`src/rtl/count_monitor_pkg.sv`:
```
// Shared definitions for the up/down counter monitor: FSM states and the max-count helper.
// Imported by the monitor top and its interface users.
package count_monitor_pkg;

  typedef enum logic [1:0] {
    WAIT  = 2'd0,
    SYNC  = 2'd1,
    TRACK = 2'd2
  } state_t;

  localparam int DEF_WIDTH = 3;

  function automatic int unsigned max_of(input int unsigned w);
    return (32'd1 << w) - 32'd1;
  endfunction

endpackage

```
`src/rtl/count_monitor_if.sv`:
```
// Observation bundle between a counter's control/outputs and its monitor.
// Monitor only listens to count/inc/q/cout; clr and the result fields are its control/status.
interface count_monitor_if #(
  parameter int WIDTH  = 3,
  parameter int ERR_W  = 8,
  parameter int WRAP_W = 8
);
  logic              clr;
  logic              count;
  logic              inc;
  logic [WIDTH-1:0]  q;
  logic              cout;
  logic [WIDTH-1:0]  exp_q;
  logic              locked;
  logic              err;
  logic              sticky_err;
  logic [ERR_W-1:0]  err_cnt;
  logic [WRAP_W-1:0] wrap_up_cnt;
  logic [WRAP_W-1:0] wrap_dn_cnt;

  modport master (
    output clr, count, inc, q, cout,
    input  exp_q, locked, err, sticky_err, err_cnt, wrap_up_cnt, wrap_dn_cnt
  );

  modport slave (
    input  clr, count, inc, q, cout,
    output exp_q, locked, err, sticky_err, err_cnt, wrap_up_cnt, wrap_dn_cnt
  );
endinterface

```
`src/rtl/count_monitor_sat_ctr.sv`:
```
// Saturating event counter: holds at all-ones, synchronous clear has priority over inc.
// One-cycle update latency, no backpressure.
module sat_ctr #(
  parameter int W = 8
) (
  input  logic         clk,
  input  logic         rst_n,
  input  logic         clr,
  input  logic         inc,
  output logic [W-1:0] cnt
);

  always_ff @(posedge clk or negedge rst_n) begin
    if (!rst_n) begin
      cnt <= '0;
    end else if (clr) begin
      cnt <= '0;
    end else if (inc && (cnt != '1)) begin
      cnt <= cnt + W'(1);
    end
  end

endmodule

```
`src/rtl/count_monitor.sv`:
```
// Checks a WIDTH-bit up/down counter against its own controls and counts wrap events.
// Mismatches reported on err one edge after sampling; purely observing, no backpressure.
module count_monitor
  import count_monitor_pkg::*;
#(
  parameter int WIDTH  = DEF_WIDTH,
  parameter int ERR_W  = 8,
  parameter int WRAP_W = 8
) (
  input  logic            clk,
  input  logic            set_n,
  count_monitor_if.slave  mon
);

  localparam logic [WIDTH-1:0] MAX = WIDTH'(max_of(WIDTH));

  function automatic logic [WIDTH-1:0] next_val(input logic [WIDTH-1:0] v,
                                                input logic c, input logic i);
    if (!c) return v;
    return i ? (v + WIDTH'(1)) : (v - WIDTH'(1));
  endfunction

  function automatic logic wraps(input logic [WIDTH-1:0] v,
                                 input logic c, input logic i);
    return c && ((i && (v == MAX)) || (!i && (v == '0)));
  endfunction

  state_t           state;
  logic [WIDTH-1:0] exp_q_r;
  logic [WIDTH-1:0] q_d;
  logic             count_d;
  logic             inc_d;
  logic             err_r;
  logic             sticky_r;
  logic             locked_r;

  logic tracking;
  logic exp_cout;
  logic mismatch;
  logic wrap_up;
  logic wrap_dn;

  assign tracking = (state == TRACK);
  // Predicted cout comes from last cycle's sample, matching the counter's registered flag.
  assign exp_cout = wraps(q_d, count_d, inc_d);
  assign mismatch = tracking && ((mon.q != exp_q_r) || (mon.cout != exp_cout));
  assign wrap_up  = tracking && mon.count && mon.inc && (mon.q == MAX);
  assign wrap_dn  = tracking && mon.count && !mon.inc && (mon.q == '0);

  always_ff @(posedge clk or negedge set_n) begin
    if (!set_n) begin
      state    <= WAIT;
      exp_q_r  <= '0;
      q_d      <= '0;
      count_d  <= 1'b0;
      inc_d    <= 1'b0;
      err_r    <= 1'b0;
      sticky_r <= 1'b0;
      locked_r <= 1'b0;
    end else begin
      q_d     <= mon.q;
      count_d <= mon.count;
      inc_d   <= mon.inc;
      err_r   <= mismatch;
      if (mon.clr) begin
        sticky_r <= 1'b0;
      end else if (mismatch) begin
        sticky_r <= 1'b1;
      end
      case (state)
        WAIT: begin
          state <= SYNC;
        end
        SYNC: begin
          exp_q_r  <= next_val(mon.q, mon.count, mon.inc);
          locked_r <= 1'b1;
          state    <= TRACK;
        end
        TRACK: begin
          // Always predict from the observed q so a single glitch costs one err only.
          exp_q_r <= next_val(mon.q, mon.count, mon.inc);
        end
        default: begin
          state    <= WAIT;
          locked_r <= 1'b0;
        end
      endcase
    end
  end

  assign mon.exp_q      = exp_q_r;
  assign mon.err        = err_r;
  assign mon.sticky_err = sticky_r;
  assign mon.locked     = locked_r;

  sat_ctr #(.W(ERR_W)) u_err_ctr (
    .clk   (clk),
    .rst_n (set_n),
    .clr   (mon.clr),
    .inc   (mismatch),
    .cnt   (mon.err_cnt)
  );

  sat_ctr #(.W(WRAP_W)) u_wrap_up_ctr (
    .clk   (clk),
    .rst_n (set_n),
    .clr   (mon.clr),
    .inc   (wrap_up),
    .cnt   (mon.wrap_up_cnt)
  );

  sat_ctr #(.W(WRAP_W)) u_wrap_dn_ctr (
    .clk   (clk),
    .rst_n (set_n),
    .clr   (mon.clr),
    .inc   (wrap_dn),
    .cnt   (mon.wrap_dn_cnt)
  );

endmodule

```
`src/flat_wrapper.sv`:
```
// flat-port wrapper written by rule: the top's interface ports become plain ports
module count_monitor_flat import count_monitor_pkg::*;
#(
  parameter int WIDTH  = DEF_WIDTH,
  parameter int ERR_W  = 8,
  parameter int WRAP_W = 8
)
  (clk, set_n, mon_clr, mon_count, mon_inc, mon_q, mon_cout, mon_exp_q, mon_locked, mon_err, mon_sticky_err, mon_err_cnt, mon_wrap_up_cnt, mon_wrap_dn_cnt);
  count_monitor_if #(.WIDTH(WIDTH), .ERR_W(ERR_W), .WRAP_W(WRAP_W)) mon_i ();
  input  logic clk;
  input  logic set_n;
  input wire logic [$bits(mon_i.clr)-1:0] mon_clr;
  input wire logic [$bits(mon_i.count)-1:0] mon_count;
  input wire logic [$bits(mon_i.inc)-1:0] mon_inc;
  input wire logic [$bits(mon_i.q)-1:0] mon_q;
  input wire logic [$bits(mon_i.cout)-1:0] mon_cout;
  output wire logic [$bits(mon_i.exp_q)-1:0] mon_exp_q;
  output wire logic [$bits(mon_i.locked)-1:0] mon_locked;
  output wire logic [$bits(mon_i.err)-1:0] mon_err;
  output wire logic [$bits(mon_i.sticky_err)-1:0] mon_sticky_err;
  output wire logic [$bits(mon_i.err_cnt)-1:0] mon_err_cnt;
  output wire logic [$bits(mon_i.wrap_up_cnt)-1:0] mon_wrap_up_cnt;
  output wire logic [$bits(mon_i.wrap_dn_cnt)-1:0] mon_wrap_dn_cnt;
  assign mon_i.clr = mon_clr;
  assign mon_i.count = mon_count;
  assign mon_i.inc = mon_inc;
  assign mon_i.q = mon_q;
  assign mon_i.cout = mon_cout;
  assign mon_exp_q = mon_i.exp_q;
  assign mon_locked = mon_i.locked;
  assign mon_err = mon_i.err;
  assign mon_sticky_err = mon_i.sticky_err;
  assign mon_err_cnt = mon_i.err_cnt;
  assign mon_wrap_up_cnt = mon_i.wrap_up_cnt;
  assign mon_wrap_dn_cnt = mon_i.wrap_dn_cnt;
  count_monitor #(.WIDTH(WIDTH), .ERR_W(ERR_W), .WRAP_W(WRAP_W)) u_core (.clk(clk), .set_n(set_n), .mon(mon_i));
endmodule
```
`config.mk`:
```
export PLATFORM = sky130hd
export DESIGN_NAME = count_monitor_flat
export DESIGN_NICKNAME = d
export VERILOG_FILES = /design/src/rtl/count_monitor_pkg.sv /design/src/rtl/count_monitor_if.sv /design/src/rtl/count_monitor_sat_ctr.sv /design/src/rtl/count_monitor.sv /design/src/flat_wrapper.sv
export SDC_FILE = /design/constraint.sdc
export NUM_CORES = 1
export LEC_CHECK = 0
export CORE_MARGIN = 1.5
export CORE_UTILIZATION = 45
export DETAILED_ROUTE_END_ITERATION = 10
export HOLD_SLACK_MARGIN = 0.03
export PLACE_DENSITY = 0.72
export SETUP_SLACK_MARGIN = 0.1
export SLEW_MARGIN = 20
export SYNTH_ARGS = -nofsm -noshare
export SYNTH_HDL_FRONTEND = slang
export SYNTH_SLANG_ARGS = --single-unit
```
`constraint.sdc`:
```
create_clock -name clk -period 3.84 [get_ports clk]
set_input_delay 0.768 -clock clk [delete_from_list [all_inputs] [get_ports clk]]
set_output_delay 0.768 -clock clk [all_outputs]
set_load 0.05 [all_outputs]
```
======== Yosys cells after proc, flatten, opt, wreduce, memory -nomap -nowiden ========
Index checks and enable logic that the tools add are counted.
cells by class
  $add $sub $neg .......................... 5
  equal/unequal tests ..................... 9
  mux-type cells .......................... 18
  reduce and logical (&&, ||, !) cells .... 25
operator list
  operator             count
  $mux 8               6
  $add 8x1->8 const B  3
  $ne 8x8->1 const B   3
  $logic_and 1x1->1    12
  $mux 3               4
  $reduce_bool 2->1    5
  $eq 3x3->1 const B   2
  $logic_not 3->1      2
  $pmux 2 s3           1
  $pmux 3 s2           1
  $mux 1               5
  $add 3x1->3 const B  1
  $ne 3x3->1           1
  $sub 3x1->3 const B  1
  $eq 2x1->1 const B   1
  $eq 2x2->1 const B   1
  $logic_not 1->1      2
  $logic_not 2->1      1
  $logic_or 1x1->1     2
  $pmux 1 s2           1
  $reduce_or 2->1      1
  $ne 1x1->1           1
word-level totals
  register bits after elaboration ......... 37
  bits of input ports ..................... 9
  output and inout bits ................... 30
  logic and storage cells ................. 68

======== Logic depth before layout (Yosys ltp) ========
  depth after elaboration ................. 10
  depth in mapped cells ................... 8
  mapped depth without buffers ............ 8

======== By module ========
A second synthesis with hierarchy kept.
second synthesis, totals
  cells, all modules ...................... 200
  area, all modules ....................... 2,019.4 um2
by module, submodules not included
  module         instances  cells an instance  area an instance (um2)
  sat_ctr        3          49                 464.2
  count_monitor  1          53                 626.9

======== Worst setup path after synthesis ========
No wires, ideal clock.
  path kind ............................... input port to flip-flop
  from .................................... input port mon_q[1]
  to ...................................... register u_core.u_wrap_dn_ctr.cnt[5]
  data arrival time ....................... 1,915 ps
  required time ........................... 3,763 ps
  setup slack ............................. 1,848 ps
  cell stages on the path ................. 5
  path through ............................ nor4_1 o211a_1 nand4_1 or3_1 a21oi_1
on the way
  word-level cells in the longest chain between the ends .. 4
RTL lines
  item                                line                         source
  from (decl)                         flat_wrapper.sv:15           input wire logic [$bits(mon_i.q)-1:0] mon_q;
  $logic_not 3->1                     count_monitor.sv:48          assign wrap_dn = tracking && mon.count && !mon.inc && (mon.q == '0);
  $logic_and 1x1->1                   count_monitor.sv:48
  $logic_and 1x1->1                   count_monitor_sat_ctr.sv:18  end else if (inc && (cnt != '1)) begin
  $reduce_bool 2->1 (no source line)  -
  to (signal assigned)                count_monitor_sat_ctr.sv:19  cnt <= cnt + W'(1);
  to (decl)                           count_monitor_sat_ctr.sv:10  output logic [W-1:0] cnt
No other way between the ends.
A chain may end at the register's enable or synchronous reset.

======== Worst setup path after layout ========
  from .................................... input port mon_q[1]
  to ...................................... register u_core.u_wrap_dn_ctr.cnt[7]
Same word-level chain as after synthesis.

==> results.json <==
{
  "status": "completed",
  "worstPathBufferInverterCount": 1,
  "cp_slowest_cell": "clkdlybuf4s50_1",
  "r2r_start": "u_core.state[0]",
  "numCtsBuffers": 5,
  "critical_path.cell_chain": "clkdlybuf4s50_1 > nor4_1 > o211a_1 > nand4_1 > or3_1 > a21oi_1",
  "cpLargestDelayFamily": "simple AND/OR/NAND/NOR gates",
  "grt_first_pass_wirelength_mm": 6.18,
  "ant_nets": 0,
  "path_class": "in2reg",
  "power_mw": 0.808,
  "wl_per_cell_um": 14.3,
  "timing.rr.end": "u_core.u_wrap_dn_ctr.cnt[7]",
  "grt_pass1_vias": 1407,
  "yosysUniqueCellTypes": 37,
  "initial_core_util_pct": 46.8,
  "fp.dieArea_mm2": 0.00456,
  "seqPwrFrac_pct": 51.3,
  "synth-seq-cells": 37,
  "synth_top_family_by_area": "simple AND/OR/NAND/NOR gates",
  "start_kind": "primary input",
  "clock-sinks": 37,
  "post-route-util_pct": 59.5,
  "cts-hold-fix-buffers": 0,
  "layout_common_cells": "dfrtp_1 (37), clkdlybuf4s50_1 (36), nor2_1 (24)",
  "hold_violations": 0,
  "critPathMaxStageDelay_ns": 0.54,
  "yosysWarnings": 0,
  "syn_avg_cell_area_um2": 10.5,
  "slew_headroom_pct": 45.9,
  "synth.area.mux_share_pct": 7.01,
  "synth_edf_count": 0,
  "seq_area_frac_synth_pct": 49.4,
  "num_rows": 23,
  "final_common_cell": "dfrtp_1",
  "diodes": 0,
  "netlist_instances": 178,
  "dp_slack_ns": 1.03,
  "drive_gt1_share_pct": 11.8,
  "areaGrowthSynthToFinish_pct": 27.1,
  "finalWorstSetupSlack_ns": 1.29,
  "routed_wl_mm": 3.86,
  "maxCapViolations": 0,
  "async_flop_share_pct": 100,
  "num_io_pins": 39,
  "critPathMaxFanout": 6,
  "min_period_ns": 2.55,
  "crit_start": "mon_q[1]",
  "synthSimpleGateAreaFrac_pct": 21.6,
  "setup_viol": 0,
  "worstSetupEndpointType": "register",
  "grt_start_max_net_pins": 38,
  "r2r_cells": 7,
  "clk_pin_slew_worst_paths_ns": 0.07,
  "powerDensity_mw_per_mm2": 340,
  "clock_skew_ns": 0.00587,
  "hp-class": "reg2reg",
  "htree_num_levels": 2,
  "antenna_found_initial": 0,
  "cts_resized": 0,
  "coreArea_mm2": 0.00400,
  "tns_ns": 0,
  "p_clk_share_pct": 33.7,
  "slew_viol_final": 0,
  "worst_pin_slew_ns": 0.812,
  "p_switching_mw": 0.236,
  "fmax_mhz": 393,
  "cp.arrival_ns": 2.76,
  "post_cts.repair.setup_buffers": 0,
  "synth_fa_ha_area_share_pct": 5.74,
  "dp_hpwl_mm": 2.78,
  "port_buffers": 38,
  "synthXorXnorAreaFrac_pct": 7.95,
  "path_depth": 6,
  "cp.required_ns": 4.06,
  "place_congestion": 0.791,
  "cts_buffer_depth": 2,
  "first_pass_iters": 4,
  "leakagePower_nw": 1.02,
  "die_h_um": 67.5,
  "drc_errors": 0,
  "setup.worst_path.end": "u_core.u_wrap_dn_ctr.cnt[7]",
  "fin_nets": 237,
  "die_x_um": 67.5,
  "swShare_pct": 29.2,
  "vias": 1428,
  "routed_via_density": 5.27,
  "clk_latency_ns": 0.30,
  "cts_root_buf": "clkbuf_8",
  "combPwrFrac_pct": 15.0,
  "intPower_mw": 0.572,
  "grtUsageTotal_pct": 18.5,
  "grt-ovfl-total": 0,
  "syn_area_mm2": 0.00187,
  "regToRegSetupSlack_ns": 1.80,
  "synth-main-ff-cell": "dfrtp_1",
  "ir_drop_mv": 0.179,
  "synth_compound_area_share_pct": 6.95,
  "rsz0062_at_grt": "no",
  "synth_nets": 195,
  "finalCritPeriodShare_pct": 66.3,
  "cts_tree": "done",
  "drtIter0Drc": 65
}
==> synth_stat cells (2+ instances only) <==
cell type,count,share of area (%)
a21oi_1,8,2.1
and3_1,6,2.0
clkbuf_1,2,0.40
dfrtp_1,37,49
ha_1,7,4.7
inv_1,3,0.60
mux2_2,9,5.4
mux2i_1,3,1.6
nand2_1,15,3.0
nand2b_1,3,1.0
nand3_1,6,1.6
nand4_1,3,1.0
nor2_1,24,4.8
nor2b_1,6,2.0
nor3_1,3,0.80
nor3b_1,3,1.2
o21ai_0,3,0.80
or3_1,3,1.0
xnor2_1,8,3.7
xor2_1,9,4.2
==> stage by stage <==
stage / area [um^2] / std cells / hold slack (ns)
6_report: 2380 / 271 / 0.514
5_1_grt: 2380 / 271 / 0.537
4_1_cts: 2380 / 271 / 0.515
3_5_place_dp: 2300 / 263 / 0.498
3_3_place_gp: 2300 / 263 / 0.492
2_1_floorplan: 1870 / 178 / 0.472
==> worst min-delay path by stage <==
stage	from	cells after the start	slack [ns]	end
final	u_core.mon.sticky_err	1	0.51	u_core.mon.sticky_err
after global routing	u_core.mon.sticky_err	1	0.54	u_core.mon.sticky_err
after CTS	u_core.mon.sticky_err	1	0.51	u_core.mon.sticky_err
after detailed placement	u_core.mon.sticky_err	1	0.50	u_core.mon.sticky_err
after global placement	u_core.mon.locked	1	0.49	u_core.mon.locked
after floorplan	set_n	0	0.47	u_core.count_d
==> metal layers <==
metal,track usage [%],vias up,wire (um)
met3,4.67,10,153
met4,7.40,0,89
met5,0,-,0
met2,31.9,37,1940
li1,-,696,-
met1,21.9,685,1680
==> registers in the layout (all words and copies together) (netlist names), 2 cells and up <==
| register | cells |
|---|---|
| u_core.u_wrap_dn_ctr.cnt | 8 |
| u_core.state | 2 |
| u_core.u_wrap_up_ctr.cnt | 8 |
| u_core.u_err_ctr.cnt | 8 |
| u_core.mon.exp_q | 3 |
| u_core.q_d | 3 |
==> power groups by stage <==
stage	Clock [mW]	Sequential, mW	Combinational, mW
finish	0.272	0.415	0.121
global route	0.291	0.416	0.130
CTS	0.274	0.414	0.124
detailed placement	0	0.422	0.124
global placement	0	0.421	0.120
floorplan	0	0.457	0.0377
==> kinds of logic after synthesis <==
family          Yosys count
buf+inv                   6
flops                    37
simple gates             79
mux                      12
compound gates           19
xor+xnor                 17
fa+ha+maj                 8
==> final cells by class <==
type / count / area, um^2
Sequential cell: 37 / 926
Tap cell: 50 / 62.6
Inverter: 3 / 11.3
Clock inverter: 3 / 17.5
Fill cell: 342 / 1620
Multi-Input combinational cell: 135 / 923
Clock buffer: 5 / 68.8
Timing Repair Buffer: 38 / 370
Power figures use the tool's default switching activity.
